--- config.mk ---
export PLATFORM = sky130hd
export DESIGN_NAME = otter_lsu
export DESIGN_NICKNAME = d
export VERILOG_FILES = /design/src/rtl/otter_lsu.sv
export SDC_FILE = /design/constraint.sdc
export NUM_CORES = 1
export LEC_CHECK = 0
export ABC_AREA = 1
export BUFFER_PORTS_ARGS = -buffer_cell sky130_fd_sc_hd__buf_2
export CAP_MARGIN = 10
export CORE_MARGIN = 5
export CORE_UTILIZATION = 50
export DETAILED_ROUTE_END_ITERATION = 7
export GPL_TIMING_DRIVEN = 0
export PLACE_DENSITY_LB_ADDON = 0.3
export RECOVER_POWER = 50
export SLEW_MARGIN = 20
export SYNTH_ARGS = -nofsm -noshare
export SYNTH_HDL_FRONTEND = slang
export SYNTH_SLANG_ARGS = --single-unit
--- constraint.sdc ---
create_clock -name clk -period 2 [get_ports clk]
set_clock_uncertainty 0.2 [all_clocks]
set_input_delay 0.2 -clock clk [delete_from_list [all_inputs] [get_ports clk]]
set_output_delay 0.2 -clock clk [all_outputs]
set_load 0.01 [all_outputs]
--- src/rtl/otter_lsu.sv ---
// otter_lsu: ALU-fed load/store unit; core side mem_req_valid/ready, mem_we/size/unsigned, addr, wdata -> rsp_valid, rdata, err; bus side bus_addr/wdata/be/we/rd -> bus_ack, bus_rdata
module otter_lsu #(
  parameter int TIMEOUT_CYC = 255
) (
  input  logic        clk,
  input  logic        rst,
  input  logic        mem_req_valid,
  output logic        mem_req_ready,
  input  logic        mem_we,
  input  logic [1:0]  mem_size,
  input  logic        mem_unsigned,
  input  logic [31:0] addr,
  input  logic [31:0] wdata,
  output logic        rsp_valid,
  output logic [31:0] rdata,
  output logic        err,
  output logic [31:0] bus_addr,
  output logic [31:0] bus_wdata,
  output logic [3:0]  bus_be,
  output logic        bus_we,
  output logic        bus_rd,
  input  logic        bus_ack,
  input  logic [31:0] bus_rdata
);
  typedef enum logic [1:0] {IDLE, BUSY, RESP} state_t;
  state_t state, nstate;
  logic [15:0] cnt;
  logic [1:0] lo, sz;
  logic uns, we, acc, bad, tout;
  logic [7:0] byt;
  logic [15:0] hlf;
  logic [31:0] ld;
  assign acc = mem_req_valid && mem_req_ready;
  assign bad = mem_size == 2'b11 || (mem_size == 2'b01 && addr[0]) || (mem_size == 2'b10 && addr[1:0] != 2'b00);
  assign tout = cnt == 16'(TIMEOUT_CYC - 1);
  assign byt = bus_rdata[{lo, 3'b000} +: 8];
  assign hlf = lo[1] ? bus_rdata[31:16] : bus_rdata[15:0];
  assign ld = we ? '0
            : sz == 2'b00 ? {{24{!uns && byt[7]}}, byt}
            : sz == 2'b01 ? {{16{!uns && hlf[15]}}, hlf}
            : bus_rdata;
  always_comb begin
    nstate = state == IDLE ? (acc ? (bad ? RESP : BUSY) : IDLE)
           : state == BUSY ? (bus_ack || tout ? RESP : BUSY)
           : IDLE;
  end
  always_ff @(posedge clk) state <= rst ? IDLE : nstate;
  always_ff @(posedge clk) begin
    if (rst) begin
      mem_req_ready <= 1'b0;
      rsp_valid <= 1'b0;
      err <= 1'b0;
      rdata <= '0;
      bus_addr <= '0;
      bus_wdata <= '0;
      bus_be <= '0;
      bus_we <= 1'b0;
      bus_rd <= 1'b0;
      cnt <= '0;
      lo <= '0;
      sz <= '0;
      uns <= 1'b0;
      we <= 1'b0;
    end else begin
      mem_req_ready <= nstate == IDLE;
      rsp_valid <= nstate == RESP;
      cnt <= state == BUSY ? cnt + 16'd1 : 16'd0;
      if (state == IDLE && acc) begin
        lo <= addr[1:0];
        sz <= mem_size;
        uns <= mem_unsigned;
        we <= mem_we;
        if (bad) begin
          err <= 1'b1;
          rdata <= '0;
        end else begin
          bus_addr <= {addr[31:2], 2'b00};
          bus_be <= mem_size == 2'b00 ? 4'b0001 << addr[1:0] : mem_size == 2'b01 ? (addr[1] ? 4'b1100 : 4'b0011) : 4'b1111;
          bus_wdata <= mem_size == 2'b00 ? {4{wdata[7:0]}} : mem_size == 2'b01 ? {2{wdata[15:0]}} : wdata;
          bus_we <= mem_we;
          bus_rd <= !mem_we;
        end
      end
      if (state == BUSY && nstate == RESP) begin
        bus_we <= 1'b0;
        bus_rd <= 1'b0;
        bus_be <= '0;
        err <= !bus_ack;
        rdata <= bus_ack ? ld : '0;
      end
    end
  end
endmodule

== Word-level counts from Yosys, hierarchy flattened ==
Cells that the tools add are included.
Cells by class
  add/sub/neg operators: 1
  equality and inequality tests: 7
  shift operators: 2
  multiplexer cells: 21
  bitwise gates (word level): 2
  reduce and logical (&&, ||, !) cells: 24
Operators with widths (count)
  32-bit 2-to-1 mux: 9
  32-bit by 6-bit variable part select with 8-bit output: 1
  16-bit by 1-bit adder with 16-bit output (second input constant): 1
  16-bit by 8-bit == test with 1-bit output (second input constant): 1
  16-bit 2-to-1 mux: 1
  4-bit 2-to-1 mux: 3
  2-bit 2-to-1 mux: 5
  2-bit logical NOT: 4
  1-bit logical AND: 7
  2-bit by 1-bit == test with 1-bit output (second input constant): 3
  2-bit == test (second input constant): 3
  2-bit nonzero test: 3
  2-bit AND reduction: 2
  2-bit OR reduction: 2
  1-bit by 2-bit << shifter with 4-bit output (first input constant): 1
  1-bit logical NOT: 3
  1-bit logical OR: 3
  1-bit 2-to-1 mux: 3
  1-bit NOT: 2
Storage, ports and cells
  flip-flop bits (word level): 127
  input port bits: 104
  output and inout port bits: 105

== Logic depth before layout (Yosys ltp) ==
  word-level depth: 11
  depth in mapped cells: 10
  mapped depth without buffers: 10

== Least setup slack after synthesis ==
No wires, ideal clock.
  kind: reg2reg
  from: register cnt[0]
  to: register cnt[12]
  library setup time: 116 ps
  arrival time: 1323 ps
  data required time: 1684 ps
  path slack: 361 ps
  stages on the path, launching flop included: 11
  path buffers: 0
  clock period less this slack: 1639 ps
  cells stage by stage: dfxtp_1 ha_1 nand2_1 inv_1 nand2_1 nor2_1 nand2_1 nor2_1 nand3_1 nand2_1 a21oi_1
On the way
  cells in the longest elaborated chain, start to end: 1
RTL lines
  from (decl): line 27  | logic [15:0] cnt;
  from (signal assigned): line 67  | cnt <= state == BUSY ? cnt + 16'd1 : 16'd0;
  16-bit by 1-bit adder with 16-bit output: line 67
No other way between the ends.
A chain may end at the register's enable or synchronous reset.

== Worst setup path in the final report ==
  from: input port mem_size[0]
  to: register rdata[30]
On the way
  cells in the longest elaborated chain, start to end: 11
RTL lines
  from (decl): line 10  | input logic [1:0] mem_size,
  2-bit by 1-bit == test with 1-bit output: line 34  | assign bad = mem_size == 2'b11 || (mem_size == 2'b01 && addr[0]) || (mem_size == 2'b10 && addr[1:0] != 2'b00);
  1-bit logical AND: line 34
  1-bit logical OR: line 34
  1-bit logical OR (*): line 34
  2-bit 2-to-1 mux (3 in a row): line 43  | nstate = state == IDLE ? (acc ? (bad ? RESP : BUSY) : IDLE)
  2-bit == test: line 84  | if (state == BUSY && nstate == RESP) begin
  1-bit logical AND: line 84
  2-bit nonzero test (no line)
  2-bit AND reduction (no line)
  to (signal assigned): line 89  | rdata <= bus_ack ? ld : '0;
  to (decl): line 15  | output logic [31:0] rdata,
Every way passes the cells marked *; elsewhere a longest branch is shown, timed or not.

==> results.md <==
- Max H-tree Level: 4
- Rows: 39
- Status: complete, no violations
- Die width: 118 µm
- Synth top area cells: dfxtp_1 (43%), nor2_1 (10%), o21ai_0 (8.7%)
- Number of synthesized flops with an enable pin: 0
- Share of cells above drive strength 1: 0.167
- Max Root-Sink Buffers: 2
- Number of max-cap violations: 0
- TritonCTS clock tree: yes
- Total congestion overflow: 0
- Final setup violation count: 0
- CTS Sinks: between 100 and 150
- Post-synth top flop: dfxtp_1
- CP Launch Type: input port
- Remaining DRCs: 0
- Area grow syn2layout: 39.9%
- First-pass GRT wire length: between 30000 and 40000 µm
- Fillcell total: 962
- Dpl hpwl: 14300 µm
- Worst-Margin Slew: 0.597 ns
- Detailed Route WL: roughly 22000 µm
- GRT Overall Usage: 0.302
- # IOs: between 200 and 250
- Synthesized cell area: 0.00586 mm²
- PD cells: 814 mW/mm²
- Worst EP required: 2.08 ns
- Synth cell count leaders: nor2_1 (156), dfxtp_1 (127), nand2_1 (121), o21ai_0 (102), a21oi_1 (84)
- Final Max Slew Viols: 0
- Fin crit period: about 1.9 ns
- Setup CP Type: in2reg
- Worst Path Arrival: 1.98 ns
- RSZ-0062 raised after global routing: no
- Root buffer cell: clkbuf_16
- Vias: 7234
- Num CTS Buffers: 17
- Routed len/inst: 17.0 µm
- Top-area cell type share of the netlist area: 0.434
- Most area-hungry cell type in the Yosys netlist: dfxtp_1
- Core Area: 0.0115 mm²
- Drt first-iter violations: 761
- Cell with the most instances after synthesis: nor2_1
- Drt pass-1 iters: 6
- Final Hold Viols: 0
- Syn avg cell area: 6.94 µm²
- Initial antenna violation count: 1
- Post-DR vias/cell: 5.59
- Vias in the first global route: 6908
- Setup TNS: 0 ns
- Power Total: 6.67 mW
- Ys async rst share: 0
- Nets@finish: 1243
- IO Port Bufs: 205
- Post-synthesis sequential area ratio: 0.434
- Cells after Synth: 845
- Largest net degree at the start of global routing: 17
- Clk pin slew, worst setup/hold paths: 0.06 ns
- Fin crit share: 0.949
- FMAX: 0.527 GHz
- Worst VDD drop: between 900 and 1000 µV
- Seq cells post-synth: 127
- Worst skew pair latency: roughly 0.42 ns
- Distinct cell type count after synthesis: 36
- Max_slew headroom: 0.602
- Routability congestion estimate: 0.963
- ANT nets after route: 0
- CP Max Fanout: 10
- Die Area: 0.0140 mm²
- Synth warn: 0
- Leakage: 3.46 nW
- Min-Delay Path Class: in2reg
- Starting Density: 0.511
- Die height: 118 µm
- Critical Path Sink Type: register
==> final timing paths <==
path / slack [ns] / endpoint / depth (start not counted) / from
max reg2reg: 0.14 / rdata[23] / 7 / state[0]
max: 0.10 / rdata[30] / 8 / mem_size[0]
min: 0.02 / bus_wdata[12] / 5 / wdata[12]
min reg2reg: 0.27 / bus_rd / 2 / bus_rd
==> metrics by stage <==
stage	setup slack [ns]	hold slack, ns	std cells	instance area, µm²	util
global placement	0.116	0.219	1194	7070	0.616
global route	0.00491	0.0121	1294	8200	0.715
CTS	0.0864	0.00398	1290	8260	0.721
finish	0.102	0.0157	1295	8200	0.715
detailed placement	0.0993	0.228	1194	7070	0.616
floorplan	0.361	0.135	846	5860	-
==> sequential cells by signal (all words and copies together), names as in the netlist <==
signal	flops
bus_wdata	32
rdata	32
bus_addr	30
cnt	16
bus_be	4
lo	2
state	2
sz	2
bus_rd	1
bus_we	1
err	1
mem_req_ready	1
rsp_valid	1
uns	1
we	1
==> layer usage <==
layer  vias to the layer above  wire [µm]  track usage
li1                       3414          -            -
met1                      3286       8370        0.357
met2                       442      10300        0.497
met3                        92       2470        0.110
met4                         0        868        0.125
met5                         -          0            0
==> kinds of logic after synthesis <==
group           share of synthesized area
buf+inv                            0.0828
other cells                      0.000640
fa+ha+maj                         0.00427
simple gates                        0.294
xor+xnor                          0.00149
compound gates                      0.183
flops                               0.434
==> layout by cell type, fill, tap and decap left out, drive strengths merged <==
cell type      n
a21oi         84
a31oi          8
buf          135
bufinv         1
clkbuf       150
clkinv         9
clkinvlp       2
conb           2
dfxtp        127
diode          2
dlygate4sd3   64
ha             2
inv           54
nand2        125
nand3         65
nand3b         1
nand4         35
nor2         162
nor3           3
nor3b          1
o211ai         3
o21a           2
o21ai        104
o21bai         2
o22ai          4
or2            4
xnor2          1
==> power breakdown <==
group          switching, mW  leakage [nW]  internal (mW)  total [mW]
Clock                   1.21         0.278           1.74        2.95
Combinational          0.641          2.15          0.393        1.03
Sequential            0.0576          1.03           2.63        2.69
==> area by class of cell <==
cell class / instances / area, µm² / area share
Inverter: 53 / 204 / 0.0249
Sequential cell: 127 / 2540 / 0.310
Clock buffer: 19 / 443 / 0.0540
Antenna cell: 2 / 5.00 / 0.000610
Buffer: 58 / 293 / 0.0357
Timing Repair Buffer: 272 / 1560 / 0.190
Clock inverter: 13 / 111 / 0.0136
Tap cell: 143 / 179 / 0.0218
Multi-Input combinational cell: 608 / 2860 / 0.349
==> critical path: stages <==
cell	delay (ns)
dlygate4sd3_1	0.55
buf_2	0.19
nor2_4	0.06
o21ai_2	0.19
nand4_2	0.30
buf_2	0.30
nand3_1	0.11
a21oi_1	0.07
==> repair_timing <==
action / CTS / global route
hold endpoints to repair: 71 / 0
gates resized for setup: 0 / 17
hold buffers: 64 / 0
setup buffers: 0 / 3
setup endpoints to repair: 0 / 42
No activity file was read; power rests on OpenSTA's default activity.
